File: config.mk
export PLATFORM = sky130hd
export DESIGN_NAME = sad_min_select_flat
export DESIGN_NICKNAME = d
export VERILOG_FILES = /design/src/rtl/me_pkg.sv /design/src/rtl/sad_min_select_if.sv /design/src/rtl/sad_min_cell.sv /design/src/rtl/sad_min_select.sv /design/src/flat_wrapper.sv
export SDC_FILE = /design/constraint.sdc
export NUM_CORES = 2
export LEC_CHECK = 0
export CAP_MARGIN = 20
export CORE_AREA = 2 2 705 707
export DETAILED_ROUTE_END_ITERATION = 7
export DIE_AREA = 0 0 707 709
export GPL_TIMING_DRIVEN = 0
export PLACE_DENSITY_LB_ADDON = 0.2
export SLEW_MARGIN = 15
export SYNTH_ARGS = -nofsm -noshare
export SYNTH_HDL_FRONTEND = slang
export SYNTH_SLANG_ARGS = --single-unit
File: constraint.sdc
create_clock -name clk -period 3.4 [get_ports clk]
set_input_delay 0.68 -clock clk [delete_from_list [all_inputs] [get_ports clk]]
set_output_delay 0.68 -clock clk [all_outputs]
set_load 0.03 [all_outputs]
File: src/rtl/me_pkg.sv
// Shared motion-estimation definitions.
// Holds the partition count, the base index of each partition shape inside
// the 41-entry variable-block-size SAD set, the default SAD/MV widths,
// the SAD/MV element types and the search FSM state type.
package me_pkg;

  localparam int unsigned NPART   = 41;

  // Base index of each partition shape inside the 41-entry SAD set
  localparam int unsigned P4X4    = 0;
  localparam int unsigned P8X4    = 16;
  localparam int unsigned P4X8    = 24;
  localparam int unsigned P8X8    = 32;
  localparam int unsigned P16X8   = 36;
  localparam int unsigned P8X16   = 38;
  localparam int unsigned P16X16  = 40;

  localparam int unsigned SAD_BITS = 16;
  localparam int unsigned MV_BITS  = 6;

  typedef logic        [SAD_BITS-1:0] sad_t;
  typedef logic signed [MV_BITS-1:0]  mv_t;

  typedef enum logic [1:0] {
    ST_IDLE,
    ST_SEARCH,
    ST_DONE
  } state_e;

endpackage

File: src/rtl/sad_min_select_if.sv
// Bus between the SAD producer and the minimum selector.
// master (producer side): drives start, sad_valid, sad_in; observes
//   cur_mvx/cur_mvy, busy, result_valid and the best_* result vectors.
// slave  (sad_min_select): the reverse.
interface sad_min_select_if #(
  parameter int unsigned SAD_W = 16,
  parameter int unsigned MV_W  = 6
);
  import me_pkg::*;

  logic                      start;
  logic                      sad_valid;
  logic [NPART*SAD_W-1:0]    sad_in;
  logic signed [MV_W-1:0]    cur_mvx;
  logic signed [MV_W-1:0]    cur_mvy;
  logic                      busy;
  logic                      result_valid;
  logic [NPART*SAD_W-1:0]    best_sad;
  logic [NPART*MV_W-1:0]     best_mvx;
  logic [NPART*MV_W-1:0]     best_mvy;

  modport master (
    output start, sad_valid, sad_in,
    input  cur_mvx, cur_mvy, busy, result_valid, best_sad, best_mvx, best_mvy
  );

  modport slave (
    input  start, sad_valid, sad_in,
    output cur_mvx, cur_mvy, busy, result_valid, best_sad, best_mvx, best_mvy
  );

endinterface

File: src/rtl/sad_min_cell.sv
// Single-partition running-minimum register.
// clk, rst (async active-low); init reloads the cell (SAD all ones, MV 0);
// upd_en qualifies sad/mvx/mvy as a candidate; best_* hold the current min.
// Strict less-than: ties keep the earlier candidate, and an all-ones SAD
// can never displace the initial value.
module sad_min_cell #(
  parameter int unsigned SAD_W = 16,
  parameter int unsigned MV_W  = 6
) (
  input  logic                   clk,
  input  logic                   rst,
  input  logic                   init,
  input  logic                   upd_en,
  input  logic [SAD_W-1:0]       sad,
  input  logic signed [MV_W-1:0] mvx,
  input  logic signed [MV_W-1:0] mvy,
  output logic [SAD_W-1:0]       best_sad,
  output logic signed [MV_W-1:0] best_mvx,
  output logic signed [MV_W-1:0] best_mvy
);

  logic [SAD_W-1:0]       sad_q, sad_d;
  logic signed [MV_W-1:0] mvx_q, mvx_d;
  logic signed [MV_W-1:0] mvy_q, mvy_d;

  always_comb begin
    sad_d = sad_q;
    mvx_d = mvx_q;
    mvy_d = mvy_q;
    if (init) begin
      sad_d = '1;
      mvx_d = '0;
      mvy_d = '0;
    end else if (upd_en && (sad < sad_q)) begin
      sad_d = sad;
      mvx_d = mvx;
      mvy_d = mvy;
    end
  end

  always_ff @(posedge clk or negedge rst) begin
    if (!rst) begin
      sad_q <= '1;
      mvx_q <= '0;
      mvy_q <= '0;
    end else begin
      sad_q <= sad_d;
      mvx_q <= mvx_d;
      mvy_q <= mvy_d;
    end
  end

  assign best_sad = sad_q;
  assign best_mvx = mvx_q;
  assign best_mvy = mvy_q;

endmodule

File: src/rtl/sad_min_select.sv
// Full-search minimum selector for 41 variable-block-size SADs of a 16x16
// macroblock. Walks the (2*RANGE+1)^2 window in raster order (y outer,
// x inner, from -RANGE), keeping per partition the smallest SAD and its MV.
// Ports: clk; rst (async active-low); bus (slave modport): start,
//   sad_valid, sad_in in; cur_mvx/cur_mvy (position of the next valid),
//   busy, result_valid (one-cycle done pulse), best_sad/best_mvx/best_mvy out.
module sad_min_select
  import me_pkg::*;
#(
  parameter int unsigned SAD_W = 16,
  parameter int unsigned RANGE = 8,
  parameter int unsigned MV_W  = 6
) (
  input  logic             clk,
  input  logic             rst,
  sad_min_select_if.slave  bus
);

  localparam int                     SRANGE = int'(RANGE);
  localparam logic signed [MV_W-1:0] MV_MIN = MV_W'(-SRANGE);
  localparam logic signed [MV_W-1:0] MV_MAX = MV_W'(SRANGE);

  state_e                 state_q, state_d;
  logic signed [MV_W-1:0] mvx_q, mvx_d;
  logic signed [MV_W-1:0] mvy_q, mvy_d;
  logic                   result_valid_q, result_valid_d;
  logic                   upd_en;

  logic [NPART*SAD_W-1:0] best_sad_w;
  logic [NPART*MV_W-1:0]  best_mvx_w;
  logic [NPART*MV_W-1:0]  best_mvy_w;

  // start outranks a coincident sad_valid, so that sample is dropped
  assign upd_en = (state_q == ST_SEARCH) && bus.sad_valid && !bus.start;

  always_comb begin
    state_d        = state_q;
    mvx_d          = mvx_q;
    mvy_d          = mvy_q;
    result_valid_d = 1'b0;
    if (bus.start) begin
      state_d = ST_SEARCH;
      mvx_d   = MV_MIN;
      mvy_d   = MV_MIN;
    end else if (upd_en) begin
      if (mvx_q == MV_MAX) begin
        mvx_d = MV_MIN;
        if (mvy_q == MV_MAX) begin
          // last position: counters return to the window origin
          state_d        = ST_DONE;
          result_valid_d = 1'b1;
          mvy_d          = MV_MIN;
        end else begin
          mvy_d = mvy_q + MV_W'(1);
        end
      end else begin
        mvx_d = mvx_q + MV_W'(1);
      end
    end
  end

  always_ff @(posedge clk or negedge rst) begin
    if (!rst) begin
      state_q        <= ST_IDLE;
      mvx_q          <= MV_MIN;
      mvy_q          <= MV_MIN;
      result_valid_q <= 1'b0;
    end else begin
      state_q        <= state_d;
      mvx_q          <= mvx_d;
      mvy_q          <= mvy_d;
      result_valid_q <= result_valid_d;
    end
  end

  for (genvar p = 0; p < NPART; p++) begin : g_cell
    sad_min_cell #(
      .SAD_W (SAD_W),
      .MV_W  (MV_W)
    ) u_cell (
      .clk      (clk),
      .rst      (rst),
      .init     (bus.start),
      .upd_en   (upd_en),
      .sad      (bus.sad_in[p*SAD_W +: SAD_W]),
      .mvx      (mvx_q),
      .mvy      (mvy_q),
      .best_sad (best_sad_w[p*SAD_W +: SAD_W]),
      .best_mvx (best_mvx_w[p*MV_W +: MV_W]),
      .best_mvy (best_mvy_w[p*MV_W +: MV_W])
    );
  end

  assign bus.cur_mvx      = mvx_q;
  assign bus.cur_mvy      = mvy_q;
  assign bus.busy         = (state_q == ST_SEARCH);
  assign bus.result_valid = result_valid_q;
  assign bus.best_sad     = best_sad_w;
  assign bus.best_mvx     = best_mvx_w;
  assign bus.best_mvy     = best_mvy_w;

endmodule
File: src/flat_wrapper.sv
// flat-port wrapper written by rule: the top's interface ports become plain ports
module sad_min_select_flat import me_pkg::*;
#(
  parameter int unsigned SAD_W = 16,
  parameter int unsigned RANGE = 8,
  parameter int unsigned MV_W  = 6
)
  (clk, rst, bus_start, bus_sad_valid, bus_sad_in, bus_cur_mvx, bus_cur_mvy, bus_busy, bus_result_valid, bus_best_sad, bus_best_mvx, bus_best_mvy);
  sad_min_select_if #(.SAD_W(SAD_W), .MV_W(MV_W)) bus_i ();
  input  logic clk;
  input  logic rst;
  input wire logic [$bits(bus_i.start)-1:0] bus_start;
  input wire logic [$bits(bus_i.sad_valid)-1:0] bus_sad_valid;
  input wire logic [$bits(bus_i.sad_in)-1:0] bus_sad_in;
  output wire logic [$bits(bus_i.cur_mvx)-1:0] bus_cur_mvx;
  output wire logic [$bits(bus_i.cur_mvy)-1:0] bus_cur_mvy;
  output wire logic [$bits(bus_i.busy)-1:0] bus_busy;
  output wire logic [$bits(bus_i.result_valid)-1:0] bus_result_valid;
  output wire logic [$bits(bus_i.best_sad)-1:0] bus_best_sad;
  output wire logic [$bits(bus_i.best_mvx)-1:0] bus_best_mvx;
  output wire logic [$bits(bus_i.best_mvy)-1:0] bus_best_mvy;
  assign bus_i.start = bus_start;
  assign bus_i.sad_valid = bus_sad_valid;
  assign bus_i.sad_in = bus_sad_in;
  assign bus_cur_mvx = bus_i.cur_mvx;
  assign bus_cur_mvy = bus_i.cur_mvy;
  assign bus_busy = bus_i.busy;
  assign bus_result_valid = bus_i.result_valid;
  assign bus_best_sad = bus_i.best_sad;
  assign bus_best_mvx = bus_i.best_mvx;
  assign bus_best_mvy = bus_i.best_mvy;
  sad_min_select #(.SAD_W(SAD_W), .RANGE(RANGE), .MV_W(MV_W)) u_core (.clk(clk), .rst(rst), .bus(bus_i));
endmodule
==> run metrics <==
WP buf/inv=1; Area contributors post-synth=dfstp_2 26%, dfrtp_1 19%, mux2i_1 13%; post-synthesis compound-gate area fraction=0.1048; Slew Limit Fails=0; Seq/Total Area, Yosys=0.4559; final setup margin=177.0 ps; cells after synthesis=6631; Setup Skew=roughly 54 ps; First DRT Iteration DRCs=4062; CP max stage cell=clkdlybuf4s50_1; Flop pwr share=0.334; library cells used by synthesis=77; total grt overflow=0; Syn Std Cell Area=65650 sq um; pwr/cell area=between 400 and 500 nW/um^2; Reg-to-Reg Start=u_core.g_cell[37].u_cell.best_sad[7]$_DFFE_PN1P_; RSZ-0062 raised after global routing=false; drt via density=3.925; syn_nets=7910; CTS sink cnt=1163; cells along the critical path=clkdlybuf4s50_1; CP Class=reg2out; Seq. cell area=29940 sq um; CTS tree=built; pre-CTS WS=-1343 ps; H-tree depth=4; CORE AREA=492900 sq um; Commonest cells post-synth=911 x nor2_1, 840 x mux2i_1, 662 x dfstp_2, 660 x inv_1, 619 x ha_1; Worst EP arrival=2540 ps; asr flop ratio synth=1.000; Int Power=31.42 mW; Initial Utilization=0.1332; total chip power=48.18 mW; Die Area=501300 sq um; Num CTS Buffers=175; final setup TNS=0 ps; mean area per synthesized cell=9.900 sq um; Adder-Cell Fraction of Synth Area=0.1180; Chip Height=709 um; Critical Path Fanout Max=9; part of the cycle the worst path needs=0.9479; Crit. End Element=output pin; fillers=54.24k; Worst Min Path Start=bus_sad_in[352]; Crit path max-delay family=buffers and inverters; hold slack=roughly 370 ps; layout cell share with drive strength beyond 1=0.1509; VDD IR max=~0.38 mV; Worst slew margin=0.2251; Routed Antenna Nets=0; DRC=0; Initial DRT Pass Iterations=5; worst skew pair latency=900 ps; gpl congestion=0.9009; Layout Nets=9980; Hold/Removal Path Class=in2reg; run status=finished clean; total wire length=503400 um; largest family of logic cells by synthesized area=multiplexers; startpoint class of the critical path=flop; IO Pins=1822; gr usage total=0.1936; fmax=310.3 MHz; area delta synth->final=52.23%; Final min period=3223 ps; Sw Share=0.3480; Most used DFF post-synth=dfstp_2; post-synthesis xor/xnor area fraction=0.0005336; Leakage=46.59 nW; final setup violating endpoints=0; hpwl dp=424300 um; critical path's largest stage delay=between 1000 and 1500 ps; Multi-input gate area=31440 sq um; proportion of synthesized area in mux cells=0.1281; clock-pin slew on the worst setup and hold paths=approximately 60 ps; vias in the first global route=60.95k; clock power share=0.410; NetSw=16.77 mW; Critical Path RT=2720 ps; Max-Cap Viols=0; number of hold violations in the final report=0; critical path launch point=u_core.bus.cur_mvx[0]$_DFFE_PN0P_; Util after Layout=0.2027; Post-synth EDFFs=0; top cell type's share of synthesized area=0.2650; Worst Tran Pin Value=1167 ps; input/output buffers=1820; Synth Register Bits=~1.2k; leading area contributor after synthesis=dfstp_2; Comb pwr share=0.256; count leader, synth=nor2_1; initial antenna violation count=325; root buffer cell=clkbuf_16; first-pass GRT wire length=644000 um; largest net degree at the start of global routing=129; Yosys warning count=0; Simple-Gate Fraction of Synth Area=0.1262; Die X=around 700 um; clock buffer depth=4; row count=258; via count=60.56k; WL/cell=roughly 33 um
## state kept, by name, indices dropped and copies added (netlist names)
register and cells:
u_core.g_cell.u_cell.best_sad 656, u_core.g_cell.u_cell.best_mvx 246, u_core.g_cell.u_cell.best_mvy 246, u_core.bus.cur_mvx 6, u_core.bus.cur_mvy 6, u_core.state_q 2, u_core.bus.result_valid 1
## cells in the final DEF (no fill, tap or decap), types with 39 or more instances in the layout
master           synthesis  layout
nor3_1                 148     148
a31o_2                  53      53
nand4_1                100     100
buf_2                   73      75
o211ai_1               240     240
clkbuf_16                0     176
clkbuf_1               266     237
a21oi_1                219     219
nand3_1                 58      58
dfstp_2                662     661
dfrtp_1                501     501
nand2_1                566     562
a31oi_1                 90      90
nand2b_1                41      41
diode_2                  0      85
mux2i_1                840     840
clkbuf_2                 0      62
clkdlybuf4s50_1          0    1810
o21ai_0                132     132
o21a_1                  53      53
nor2_1                 911     911
inv_1                  660     660
ha_1                   619     619
buf_4                   35      39
## metrics by stage
stage,std cells,instance area [sq um]
finish,15430,99940
global route,15380,99810
CTS,15340,99680
detailed placement,15020,93640
global placement,14950,92000
floorplan,6631,65650
## layer usage
metal | track usage | routed length (um) | up-vias
met1 | 0.2333 | 206700 | 30180
met4 | 0.05533 | 16320 | 154
met3 | 0.06224 | 39470 | 776
met5 | 0 | 985 | -
met2 | 0.3281 | 239900 | 2223
li1 | - | - | 27230
## kinds of logic (layout without fill, tap and decap cells)
family / count (synthesis) / after routing
adders and majority gates: 619 / 619
xor gates and xnor gates: 4 / 4
AOI/OAI and AO/OA: 997 / 997
buffers and inverters: 1071 / 3284
DFF: 1163 / 1163
and+or+nand+nor: 1937 / 1937
other: 0 / 85
muxes: 840 / 840
## final timing paths
kind                                                               endpoint  slack (ps)  depth (start not counted)
setup / recovery                                             bus_cur_mvx[0]         180                          1
min in group asynchronous  u_core.g_cell[14].u_cell.best_mvx[4]$_DFFE_PN0P_         380                          2
hold reg to reg            u_core.g_cell[33].u_cell.best_sad[4]$_DFFE_PN1P_         510                          2
setup reg to reg           u_core.g_cell[37].u_cell.best_sad[8]$_DFFE_PN1P_         190                          9
max in group asynchronous  u_core.g_cell[18].u_cell.best_sad[6]$_DFFE_PN1P_         290                          6
hold / removal             u_core.g_cell[22].u_cell.best_sad[0]$_DFFE_PN1P_         370                          3
## area by class of cell
cell class	instances	area share
clock inverters	64	0.009490
diodes	85	0.002128
multi-input cells	4397	0.3146
clock buffers	256	0.05037
inverters	660	0.02479
repair buffers	1894	0.1974
plain buffers	410	0.02033
well taps	6500	0.08138
flip-flops and latches	1163	0.2995
## repair_timing
item,in CTS,in global routing
endpoints found under the setup margin,441,150
endpoints found under the hold margin,53,0
pin swaps,1,0
cloned,0,2
resized for setup,18,7
hold buffers,1,0
buffers inserted,4,0
## power groups by stage
stage                     clock network, mW  registers [mW]  logic [mW]
after global routing                   20.8            16.2        13.2
final                                  19.7            16.1        12.3
after detailed placement                  0            16.3        12.5
after CTS                              20.5            16.1        12.6
after global placement                    0            16.3        12.2
after floorplan                           0            18.1        3.88
No activity file was read; power rests on OpenSTA's default activity.
